## src/rtl/loader_pkg.sv

```systemverilog
// Shared types and frame constants for the boot-time instruction loader.
// Imported by the loader top and its byte packer.
package loader_pkg;

  typedef enum logic [2:0] {
    IDLE,
    LEN_LO,
    LEN_HI,
    DATA,
    CHECK,
    DONE,
    ERROR
  } state_t;

  localparam int LEN_BYTES      = 2;
  localparam int BYTES_PER_WORD = 4;

endpackage

```

## src/rtl/imem_loader_if.sv

```systemverilog
// Host byte stream plus instruction-memory write port.
// The loader is the slave of the byte stream and the master of the write port.
interface imem_loader_if #(
  parameter int ADDR_WIDTH = 8
);

  logic                  byte_valid;
  logic [7:0]            byte_data;
  logic                  byte_ready;
  logic                  imem_we;
  logic [ADDR_WIDTH-1:0] imem_addr;
  logic [31:0]           imem_wdata;

  modport master (
    output byte_valid,
    output byte_data,
    input  byte_ready,
    input  imem_we,
    input  imem_addr,
    input  imem_wdata
  );

  modport slave (
    input  byte_valid,
    input  byte_data,
    output byte_ready,
    output imem_we,
    output imem_addr,
    output imem_wdata
  );

endinterface

```

## src/rtl/byte_packer.sv

```systemverilog
// Assembles little-endian bytes into 32-bit words.
// Emits a one-cycle word_valid pulse the cycle after the last lane.
module byte_packer
  import loader_pkg::*;
(
  input  logic        clk,
  input  logic        reset,
  input  logic        clear,
  input  logic        in_valid,
  input  logic [7:0]  in_data,
  output logic        last_lane,
  output logic        word_valid,
  output logic [31:0] word
);

  logic [1:0]  lane;
  logic [23:0] acc;

  assign last_lane = (lane == 2'(BYTES_PER_WORD - 1));

  always_ff @(posedge clk) begin
    if (reset) begin
      lane       <= '0;
      acc        <= '0;
      word_valid <= 1'b0;
      word       <= '0;
    end else begin
      word_valid <= 1'b0;
      if (clear) begin
        lane <= '0;
        acc  <= '0;
      end else if (in_valid) begin
        unique case (lane)
          2'd0: acc[7:0]   <= in_data;
          2'd1: acc[15:8]  <= in_data;
          2'd2: acc[23:16] <= in_data;
          default: begin
            word       <= {in_data, acc};
            word_valid <= 1'b1;
          end
        endcase
        lane <= lane + 2'd1;
      end
    end
  end

endmodule

```

## src/rtl/imem_loader.sv

```systemverilog
// Boot loader: byte frame -> instruction memory, XOR checksum,
// and core reset release once a frame loads cleanly.
module imem_loader
  import loader_pkg::*;
#(
  parameter int ADDR_WIDTH = 8
) (
  input  logic          clk,
  input  logic          reset,
  input  logic          start,
  imem_loader_if.slave  bus,
  output logic          core_reset,
  output logic          done,
  output logic          error
);

  localparam logic [31:0] DEPTH = 32'd1 << ADDR_WIDTH;

  state_t                state;
  state_t                nxt;
  logic                  rdy;
  logic [15:0]           len;
  logic [7:0]            xsum;
  logic [ADDR_WIDTH:0]   wcnt;
  logic [ADDR_WIDTH-1:0] addr;
  logic                  xfer;
  logic                  clear;
  logic                  last_lane;
  logic                  word_valid;
  logic [31:0]           word;
  logic [15:0]           n;
  logic                  too_long;
  logic                  word_last;

  assign xfer     = bus.byte_valid && rdy;
  assign clear    = start && (state inside {IDLE, DONE, ERROR});
  assign n        = {bus.byte_data, len[7:0]};
  assign too_long = {16'd0, n} > DEPTH;
  // wcnt is one bit wider than the address so N = depth never wraps
  assign word_last =
    ({{(31 - ADDR_WIDTH){1'b0}}, wcnt} + 32'd1) == {16'd0, len};

  always_comb begin
    nxt = state;
    unique case (state)
      IDLE, DONE, ERROR: if (start) nxt = LEN_LO;
      LEN_LO: if (xfer) nxt = LEN_HI;
      LEN_HI: if (xfer) begin
        if (n == 16'd0)    nxt = CHECK;
        else if (too_long) nxt = ERROR;
        else               nxt = DATA;
      end
      DATA: if (xfer && last_lane && word_last) nxt = CHECK;
      CHECK: if (xfer) nxt = (bus.byte_data == xsum) ? DONE : ERROR;
      default: nxt = IDLE;
    endcase
  end

  always_ff @(posedge clk) begin
    if (reset) begin
      state      <= IDLE;
      rdy        <= 1'b0;
      core_reset <= 1'b1;
      done       <= 1'b0;
      error      <= 1'b0;
      len        <= '0;
      xsum       <= '0;
      wcnt       <= '0;
      addr       <= '0;
    end else begin
      state      <= nxt;
      rdy        <= nxt inside {LEN_LO, LEN_HI, DATA, CHECK};
      core_reset <= (nxt != DONE);
      done       <= (nxt == DONE);
      error      <= (nxt == ERROR);
      if (clear) begin
        len  <= '0;
        xsum <= '0;
        wcnt <= '0;
      end else if (xfer) begin
        unique case (state)
          LEN_LO: len[7:0]  <= bus.byte_data;
          LEN_HI: len[15:8] <= bus.byte_data;
          DATA: begin
            xsum <= xsum ^ bus.byte_data;
            if (last_lane) begin
              wcnt <= wcnt + 1'b1;
              addr <= wcnt[ADDR_WIDTH-1:0];
            end
          end
          default: ;
        endcase
      end
    end
  end

  byte_packer u_packer (
    .clk       (clk),
    .reset     (reset),
    .clear     (clear),
    .in_valid  (xfer && (state == DATA)),
    .in_data   (bus.byte_data),
    .last_lane (last_lane),
    .word_valid(word_valid),
    .word      (word)
  );

  assign bus.byte_ready = rdy;
  assign bus.imem_we    = word_valid;
  assign bus.imem_addr  = addr;
  assign bus.imem_wdata = word;

endmodule

```

## src/flat_wrapper.sv

```systemverilog
// flat-port wrapper written by rule: the top's interface ports become plain ports
module imem_loader_flat import loader_pkg::*;
#(
  parameter int ADDR_WIDTH = 8
)
  (clk, reset, start, core_reset, done, error, bus_byte_valid, bus_byte_data, bus_byte_ready, bus_imem_we, bus_imem_addr, bus_imem_wdata);
  imem_loader_if #(.ADDR_WIDTH(ADDR_WIDTH)) bus_i ();
  input  logic clk;
  input  logic reset;
  input  logic start;
  output logic core_reset;
  output logic done;
  output logic error;
  input wire logic [$bits(bus_i.byte_valid)-1:0] bus_byte_valid;
  input wire logic [$bits(bus_i.byte_data)-1:0] bus_byte_data;
  output wire logic [$bits(bus_i.byte_ready)-1:0] bus_byte_ready;
  output wire logic [$bits(bus_i.imem_we)-1:0] bus_imem_we;
  output wire logic [$bits(bus_i.imem_addr)-1:0] bus_imem_addr;
  output wire logic [$bits(bus_i.imem_wdata)-1:0] bus_imem_wdata;
  assign bus_i.byte_valid = bus_byte_valid;
  assign bus_i.byte_data = bus_byte_data;
  assign bus_byte_ready = bus_i.byte_ready;
  assign bus_imem_we = bus_i.imem_we;
  assign bus_imem_addr = bus_i.imem_addr;
  assign bus_imem_wdata = bus_i.imem_wdata;
  imem_loader #(.ADDR_WIDTH(ADDR_WIDTH)) u_core (.clk(clk), .reset(reset), .start(start), .bus(bus_i), .core_reset(core_reset), .done(done), .error(error));
endmodule
```

## config.mk

```make
export PLATFORM = sky130hd
export DESIGN_NAME = imem_loader_flat
export DESIGN_NICKNAME = d
export VERILOG_FILES = /design/src/rtl/loader_pkg.sv /design/src/rtl/imem_loader_if.sv /design/src/rtl/byte_packer.sv /design/src/rtl/imem_loader.sv /design/src/flat_wrapper.sv
export SDC_FILE = /design/constraint.sdc
export NUM_CORES = 1
export LEC_CHECK = 0
export ABC_CLOCK_PERIOD_IN_PS = 5900
export BUFFER_PORTS_ARGS = -buffer_cell sky130_fd_sc_hd__clkbuf_2
export CAP_MARGIN = 20
export CORE_MARGIN = 2
export CORE_UTILIZATION = 50
export CTS_BUF_LIST = sky130_fd_sc_hd__clkbuf_16
export CTS_CLUSTER_DIAMETER = 120
export CTS_CLUSTER_SIZE = 24
export DETAILED_ROUTE_END_ITERATION = 10
export GPL_ROUTABILITY_DRIVEN = 0
export PLACE_DENSITY = 0.7
export SETUP_SLACK_MARGIN = 0.5
export SLEW_MARGIN = 20
export SYNTH_ARGS = -nofsm -noshare
export SYNTH_HDL_FRONTEND = slang
export SYNTH_SLANG_ARGS = --single-unit
```

## constraint.sdc

```tcl
create_clock -name clk -period 5.9 [get_ports clk]
set_input_delay 0.885 -clock clk [delete_from_list [all_inputs] [get_ports clk]]
set_output_delay 0.885 -clock clk [all_outputs]
set_load 0.1 [all_outputs]
```

# After elaboration in Yosys (flattened, before gate mapping)
# Cells that the tools add are included.
# W data, S select, Z words.
[op_classes]
n_mul = 0
reduce_logical = 23
n_bitwise = 4
n_lt_le_gt_ge = 1
eq_ne = 18
shift = 0
n_addsub = 3
n_mux = 10
div_mod_pow = 0
[op_table]
columns = ["cell", "n"]
rows = [
  ["$eq A32 B16 Y1", 1],
  ["$mux W3", 7],
  ["$eq A3 B3 Y1 const B", 6],
  ["$gt A16 B9 Y1 const B", 1],
  ["$logic_not A16 Y1", 1],
  ["$pmux W3 S5", 1],
  ["$eq A3 B2 Y1 const B", 4],
  ["$reduce_and A2 Y1", 6],
  ["$add A9 B1 Y10 const B", 1],
  ["$add A9 B1 Y9 const B", 1],
  ["$reduce_or A3 Y1", 3],
  ["$eq A8 B8 Y1", 1],
  ["$xor A8 B8 Y8", 1],
  ["$eq A3 B1 Y1 const B", 2],
  ["$reduce_and A3 Y1", 2],
  ["$logic_and A1 B1 Y1", 5],
  ["$eq A2 B2 Y1 const B", 2],
  ["$reduce_and A4 Y1", 1],
  ["$reduce_bool A4 Y1", 1],
  ["$logic_not A3 Y1", 1],
  ["$ne A3 B3 Y1 const B", 1],
  ["$not A1 Y1", 3],
  ["$reduce_bool A3 Y1", 1],
  ["$add A2 B1 Y2 const B", 1],
  ["5 further kinds", 5],
]
[totals]
latchBits = 0
mem_bits_rw = 0
wordCells = 75
n_memories = 0
mem_bits_ro = 0
reg_bits = 107

# Depth between registers and ports, before layout
# Gate-level depths: netlist (run 1).
[logic_depth]
ltp_word = 7
mapped_depth = 8

# Cells and area by module
# From an unflattened synthesis (run 1), not the netlist that was laid out.
[hier_totals]
cells_unflattened = 547
area_unflattened_um2 = 5027.3
[by_module_without_submodules]
columns = ["module", "n_inst", "area_each_um2", "cells_each"]
rows = [
  ["byte_packer", 1, 2632.5, 267],
  ["imem_loader", 1, 2394.8, 280],
]

# Worst setup path before layout (run 1)
# No wires, ideal clock.
[synth_timing]
path_type = "input -> register"
from = "input bus_byte_data[4]"
to = "register u_core.error"
path_stages = 7
setup_ns = 0.116
t_arrival_ns = 2.393
setup_slack_ns = 3.391
path_cell_list = "clkbuf_1 or4_1 nor4_2 a31oi_1 nor2_1 nor4_4 and3b_1"
[synth_between]
elab_chain_len = 6
word_cells_on_any_way = 10
classes_between = "1 x order compare; 2 x eq/ne; 6 x mux; 1 x reduce/logical"
[synth_rtl]
columns = ["item", "line", "rtl"]
rows = [
  ["from (decl)", "flat_wrapper.sv:15", "input wire logic [$bits(bus_i.byte_data)-1:0] bus_byte_data;"],
  ["$gt A16 B9 Y1", "imem_loader.sv:38", "assign too_long = {16'd0, n} > DEPTH;"],
  ["$mux W3", "imem_loader.sv:50", "else if (too_long) nxt = ERROR;"],
  ["$mux W3", "imem_loader.sv:49", "if (n == 16'd0) nxt = CHECK;"],
  ["$mux W3", "imem_loader.sv:48", "LEN_HI: if (xfer) begin"],
  ["$pmux W3 S5 *", "imem_loader.sv:45", "unique case (state)"],
  ["$eq A3 B3 Y1 *", "imem_loader.sv:75", "error <= (nxt == ERROR);"],
  ["to (signal assigned)", "imem_loader.sv:75", ""],
  ["to (decl)", "imem_loader.sv:14", "output logic error"],
]
# Mark *: on every way between the ends. The rest lies on a longest branch, timed or not.
# A chain may end at the register's enable or synchronous reset.

# Worst setup path after layout (run 1)
[layout_timing]
from = "register u_core.wcnt[0]"
to = "register u_core.error"
[layout_between]
elab_chain_len = 6
[layout_rtl]
columns = ["item", "line", "rtl"]
rows = [
  ["from (decl)", "imem_loader.sv:24", "logic [ADDR_WIDTH:0] wcnt;"],
  ["from (signal assigned)", "imem_loader.sv:87", "wcnt <= wcnt + 1'b1;"],
  ["$add A9 B1 Y10", "imem_loader.sv:41", "({{(31 - ADDR_WIDTH){1'b0}}, wcnt} + 32'd1) == {16'd0, len};"],
  ["$eq A32 B16 Y1", "imem_loader.sv:41", ""],
  ["$logic_and A1 B1 Y1", "imem_loader.sv:53", "DATA: if (xfer && last_lane && word_last) nxt = CHECK;"],
  ["$mux W3", "imem_loader.sv:53", ""],
  ["$pmux W3 S5", "imem_loader.sv:45", ""],
  ["$eq A3 B3 Y1", "imem_loader.sv:75", ""],
]
# No other way between the ends.

==> results of run 1 <==
-- how the worst max path moves through the flow --
stage,end,slack [ns],depth (start not counted)
after floorplan,u_core.error$_SDFF_PP0_,3.39,7
after global placement,u_core.wcnt[5]$_SDFFE_PP0P_,3.14,5
after detailed placement,u_core.wcnt[2]$_SDFFE_PP0P_,3.08,5
after CTS,u_core.error$_SDFF_PP0_,3.22,7
after global routing,u_core.error$_SDFF_PP0_,3.01,7
final,u_core.error$_SDFF_PP0_,3.23,7
-- logic make-up after synthesis --
family,after synthesis
compound gates,115
xor+xnor,37
mux,1
fa+ha+maj,6
buf+inv,50
flops,107
simple gates,260
-- worst reg2reg max path, delay by kind of cell, from the launching register on --
kind | cells | cell delay (ns)
DFF | 1 | 0.50
adders and majority gates | 1 | 0.42
AOI/OAI and AO/OA | 2 | 0.58
and+or+nand+nor | 4 | 1.13
-- where the power goes --
group | leakage (nW) | internal [W] | switching (W)
sequential | 0.862 | 0.000726 | 0.00000679
clock | 0.145 | 0.000332 | 0.000271
combinational | 0.841 | 0.0000208 | 0.0000638
total | 1.85 | 0.00108 | 0.000341
-- area by class of cell --
type                            instances  area (um^2)
Clock inverter                          7        77.57
Multi-Input combinational cell        419         2205
Sequential cell                       107         2142
Fill cell                             806         3661
Clock buffer                            9        225.2
Timing Repair Buffer                   59        302.8
Tap cell                              108        135.1
Inverter                                4        15.01
-- sequential cells by signal, summed over array words and instances (netlist names), 2 cells and up --
register	count
u_core.bus.imem_addr	8
u_core.len	16
u_core.state	3
u_core.u_packer.acc	24
u_core.u_packer.lane	2
u_core.u_packer.word	32
u_core.wcnt	9
u_core.xsum	8
-- per-stage QoR --
| stage | worst slack (ns) | cell area, um^2 |
|---|---|---|
| finish | 3.225 | 5102 |
| CTS | 3.223 | 5099 |
| global placement | 3.143 | 4796 |
| detailed placement | 3.077 | 4796 |
| global route | 3.005 | 5102 |
| floorplan | 3.391 | 4541 |
-- synthesized netlist by cell type (6+ instances only) --
cell,number,area share
nor2_1,30,0.025
xnor2_1,11,0.021
ha_1,6,0.017
dfxtp_1,107,0.47
nand2_1,152,0.13
xor2_1,26,0.050
nand3_1,31,0.034
clkbuf_1,39,0.032
o21ai_0,15,0.017
a21oi_1,89,0.098
nor3_1,8,0.0088
-- layer usage --
layer | up-vias | GRT usage | routed length (um)
li1 | 1959 | - | -
met1 | 1884 | 0.3030 | 4913
met2 | 114 | 0.3238 | 4663
met3 | 18 | 0.03584 | 578
met4 | 0 | 0.1012 | 187
met5 | - | 0 | 0
==> metrics.txt, run 1 <==
DRC Markers 0; asr flop ratio synth 0; Reg-to-Reg Start u_core.wcnt[0]$_SDFFE_PP0P_; Chip Height 99.30 um; outcome finished clean; skew final 0.005494 ns; Vias/cell 5.575; mux contribution to synthesized area 0.002480; Post-DP HPWL 6.956 mm; vias in the first global route 3681; Initial DRC Count 242; Final ANT Viol Nets 0; cell count after placement 697; FMAX 0.3739 GHz; area of the mapped netlist 4541 um^2; die area 9860 um^2; max-slew violation count 0; worst stage delay on the critical path 0.50 ns; pwr dens 278.3 nW/um^2; most frequent cells in the layout 151 x nand2_1, 107 x dfxtp_1, 89 x a21oi_1; clk slew on worst S/H paths 0.07 ns; wire per inst 14.50 um; Hold Slack 0.4515 ns; layout cells sized above 1 0.1339; RSZ-0062 raised after global routing no; Root Buffer clkbuf_16; crit path cell chain ha_1 > nand3_2 > or3_1 > a2111oi_2 > a31oi_1 > nor4_4 > and3b_1; fin crit period 2.675 ns; CP startpoint kind register; MaxCap Viol Count 0; most common cell after layout, fill and taps aside nand2_1; crit path max-delay cell type dfxtp_1; Seq/Total Area, Yosys 0.4718; YS warnings 0; Hold Startpoint u_core.bus.imem_addr[3]$_SDFFE_PP0P_; Initial Util 0.5181; Core Region 8763 um^2; Final Util 0.5822; Max-slew headroom 0.3938; main combinational cell family by area after synthesis simple AND/OR/NAND/NOR gates; number of buffers and inverters on the critical path 0; clock latency on the worst-skew pair 0.34 ns; CP Max Fanout 9; Mean Syn Cell Area 7.883 um^2; Cell Count, Final, Fillers Out 713; launch point of the worst path u_core.wcnt[0]$_SDFFE_PP0P_; Hold/Removal Path Class reg2reg; Ports 57; Post-Route Setup TNS 0 ns; first-pass GRT wire length 17.17 mm; Rows 34; post-synthesis compound-gate area fraction 0.1356; Crit Reg-Reg Endpoint u_core.error$_SDFF_PP0_; Post CTS Setup Buffer Count 0; required time of the critical path 6.19 ns; gr ovfl total 0; nets@finish 618; Setup CP Type reg2reg; Antenna diodes 0; Resize count post-CTS 0; setup violators final 0; clk buf depth 2; CTS buffer count 9; Peak VDD IR 0.1319 mV; 1st-pass router iterations 5; Final Hold Vio Count 0; Synth Area in Simple Gates 0.2582; Slew @ Worst Pin 0.9093 ns; syn_nets 594; Pleak 1.848 nW; hold endpoint u_core.bus.imem_addr[3]$_SDFFE_PP0P_; post-synthesis register bit count 107; H-tree depth 3; Synth-to-Final Area Change 12.37%; port bufs 56; hold path depth 2; via count 3975; Final period util 0.4533; initial antenna violation count 0; hold_buf cts 0; power consumption 0.001420 W; R2R cell count 7; CP Capture Type register; largest net degree at the start of global routing 46; XOR/XNOR Fraction of Synth Area 0.07137; GRT Resource Usage Total 0.2154; R2R setup slack 3.23 ns; CP delay by family, top simple AND/OR/NAND/NOR gates; Post-Route WL 10.34 mm; WP data arrival 2.96 ns; Post-synth EDFFs 0; Post-Synth Adder-Cell Area 0.01653; Sink Count 107; CTS tree yes; Main synth FF type dfxtp_1; die width 99.30 um; Post-Synthesis Cells 576; Yosys cell types 42
Power figures use the tool's default switching activity.
==> run 2: changes to the inputs <==
Settings changed: ABC_AREA from default to 1, ABC_CLOCK_PERIOD_IN_PS 5900 to 2400, PLACE_DENSITY 0.7 to 0.73.
Clock period 5.9 ns to 2.4 ns, I/O delays scaled along.
==> metrics.txt, run 2 <==
Yosys cell types 31; Chip Height 99.63 um; port bufs 56; nets@finish 686; skew final 0.01158 ns; outcome finished clean; Reg-to-Reg Start u_core.wcnt[0]$_SDFFE_PP0P_; 1st-pass router iterations 5; Post-Route WL 10.51 mm; Root Buffer clkbuf_16; die width 99.63 um; Post-Route Setup TNS 0 ns; crit path max-delay cell type dfxtp_4; Yosys top cell area share 0.4685; R2R setup slack 0.50 ns; FMAX 0.5251 GHz; top flop regs u_core.u_packer.word (32), u_core.u_packer.acc (24), u_core.len (16); worst stage delay on the critical path 0.37 ns; CP startpoint kind register; hold endpoint u_core.len[2]$_SDFFE_PP0P_; busiest grt layer met2; CP Capture Type register; Final period util 0.7934; die area 9925 um^2; Main synth FF type dfxtp_1; CP delay by family, top simple AND/OR/NAND/NOR gates; R2R cell count 11; pwr dens 646.7 nW/um^2; Hold/Removal Path Class in2reg; Area after DPL 4921 um^2; most frequent cells in the layout 150 x nand2_1, 101 x dfxtp_1, 94 x a21oi_1; Synth-to-Final Area Change 16.28%; vias in the first global route 3758; required time of the critical path 2.67 ns; met1 usage 0.3091; Final ANT Viol Nets 0; Rows 34; Initial Util 0.5192; Post-DP HPWL 7.303 mm; Synth area leaders dfxtp_1 47%, nand2_1 13%, a21oi_1 10%; Initial DRC Count 196; CTS buffer count 9; Setup CP Type reg2reg; syn_nets 637; leading area contributor after synthesis dfxtp_1; Hold Startpoint bus_byte_data[2]; GR Util met3 0.04146; Sink Count 107; final instance area 5316 um^2; fin crit period 1.904 ns; Seq/Total Area, Yosys 0.4685; via count 4135; number of buffers and inverters on the critical path 0; largest net degree at the start of global routing 36; Vias/cell 5.294; Core Region 8806 um^2; YS warnings 0; Reg with most FFs u_core.u_packer.word; DRC Markers 0; H-tree depth 3; Antenna diodes 0; first-pass GRT wire length 17.42 mm; initial antenna violation count 0; Pleak 2.084 nW; hold path depth 3; Max-slew headroom 0.6312; Ports 57; Post-synth EDFFs 0; clk slew on worst S/H paths 0.07 ns; setup violators final 0; CP Max Fanout 5; count leader, synth nand2_1; MaxCap Viol Count 0; Slew @ Worst Pin 0.5556 ns; layout cells sized above 1 0.1961; crit path cell chain ha_4 > xnor2_1 > xor2_1 > nand3_1 > nor2_2 > nand3_2 > nand2_4 > nand3_4 > nand2_2 > nand2_1 > nor2_1; CTS tree yes; RSZ-0062 raised after global routing yes; Mean Syn Cell Area 7.386 um^2; post-synthesis register bit count 107; asr flop ratio synth 0; Peak VDD IR 0.3745 mV; WP data arrival 2.17 ns; most common cell after layout, fill and taps aside nand2_1; clock latency on the worst-skew pair 0.34 ns; gr ovfl total 0; GRT Resource Usage Total 0.2138; Crit Reg-Reg Endpoint u_core.bus.byte_ready$_SDFF_PP0_; wire per inst 13.45 um; clk buf depth 2; commonest cells in the netlist 155 x nand2_1, 107 x dfxtp_1, 94 x a21oi_1; max-slew violation count 0; Final Hold Vio Count 0; met2 Use GR 0.3269; Post-Synthesis Cells 619; area of the mapped netlist 4572 um^2; Largest register FFs 32
==> run 2: cell count changes after synthesis, sizes merged, moves of 5 or more <==
cell	delta
xor2	-25
buf	+13
nand3	+17
o21ai	+28
clkbuf	-28
or2	+9
nor4	-6
nor2	+18
a21oi	+7
inv	+42
nor3	-6
nand2	+5
==> run 2: tightest hold or removal path, delay by kind of cell <==
kind / cells / cell delay (ns)
buffers and inverters: 1 / 0.15
and+or+nand+nor: 1 / 0.09
AOI/OAI and AO/OA: 1 / 0.05
==> run 2: cell type report <==
type	instances	area, um^2
clock buffer	10	250.2
sequential	107	2157
inverter	47	188.9
tap	108	135.1
clock inverter	6	37.54
fill	791	3490
multi-input combinational	434	2166
timing repair buffer	69	381.6
==> run 2: power by group <==
part	switching (W)	internal, W
registers	0.0000101	0.00179
clock network	0.000642	0.000764
logic	0.000176	0.0000608
==> run 2: routing by layer <==
metal | vias up | share of wire | wire, um
met3 | 17 | 0.058 | 610
li1 | 2114 | - | -
met2 | 123 | 0.44 | 4648
met4 | 0 | 0.013 | 133
met1 | 1881 | 0.49 | 5113
met5 | - | 0 | 0
==> run 2: kinds of logic after synthesis <==
group | count (synthesis) | share of synthesized area
simple gates | 272 | 0.2605
compound gates | 146 | 0.1650
flops | 107 | 0.4685
buf+inv | 78 | 0.07033
xor+xnor | 10 | 0.01916
fa+ha+maj | 6 | 0.01642
==> run 2: worst max path at each step <==
stage	startpoint	end	slack (ns)	cells after the start
finish	u_core.wcnt[0]$_SDFFE_PP0P_	u_core.bus.byte_ready$_SDFF_PP0_	0.50	11
detailed placement	bus_byte_valid	u_core.wcnt[2]$_SDFFE_PP0P_	0.39	9
global placement	u_core.wcnt[0]$_SDFFE_PP0P_	u_core.core_reset$_SDFF_PP1_	0.48	14
floorplan	u_core.bus.byte_ready$_SDFF_PP0_	u_core.core_reset$_SDFF_PP1_	0.62	13
global route	u_core.wcnt[0]$_SDFFE_PP0P_	u_core.bus.byte_ready$_SDFF_PP0_	0.38	15
CTS	u_core.wcnt[0]$_SDFFE_PP0P_	u_core.bus.byte_ready$_SDFF_PP0_	0.49	13
==> run 2: through the flow <==
| step | power, W | hold WS [ns] | util | cells | setup WS (ns) |
|---|---|---|---|---|---|
| global route | 0.003549 | 0.3815 | 0.6037 | 781 | 0.3844 |
| CTS | 0.003445 | 0.3583 | 0.5926 | 778 | 0.4898 |
| detailed placement | 0.002060 | 0.4522 | 0.5588 | 762 | 0.3893 |
| global placement | 0.002057 | 0.4490 | 0.5588 | 762 | 0.4792 |
| floorplan | 0.001999 | 0.4409 | - | 619 | 0.6233 |
| finish | 0.003438 | 0.3676 | 0.6037 | 781 | 0.4958 |
==> run 2: what timing repair did <==
action,CTS,global route
pin swaps,0,9
hold buffers,0,0
setup buffers,0,3
resized for setup,5,24
gates cloned,0,0
endpoints found under the setup margin,10,41
hold endpoints to repair,0,0
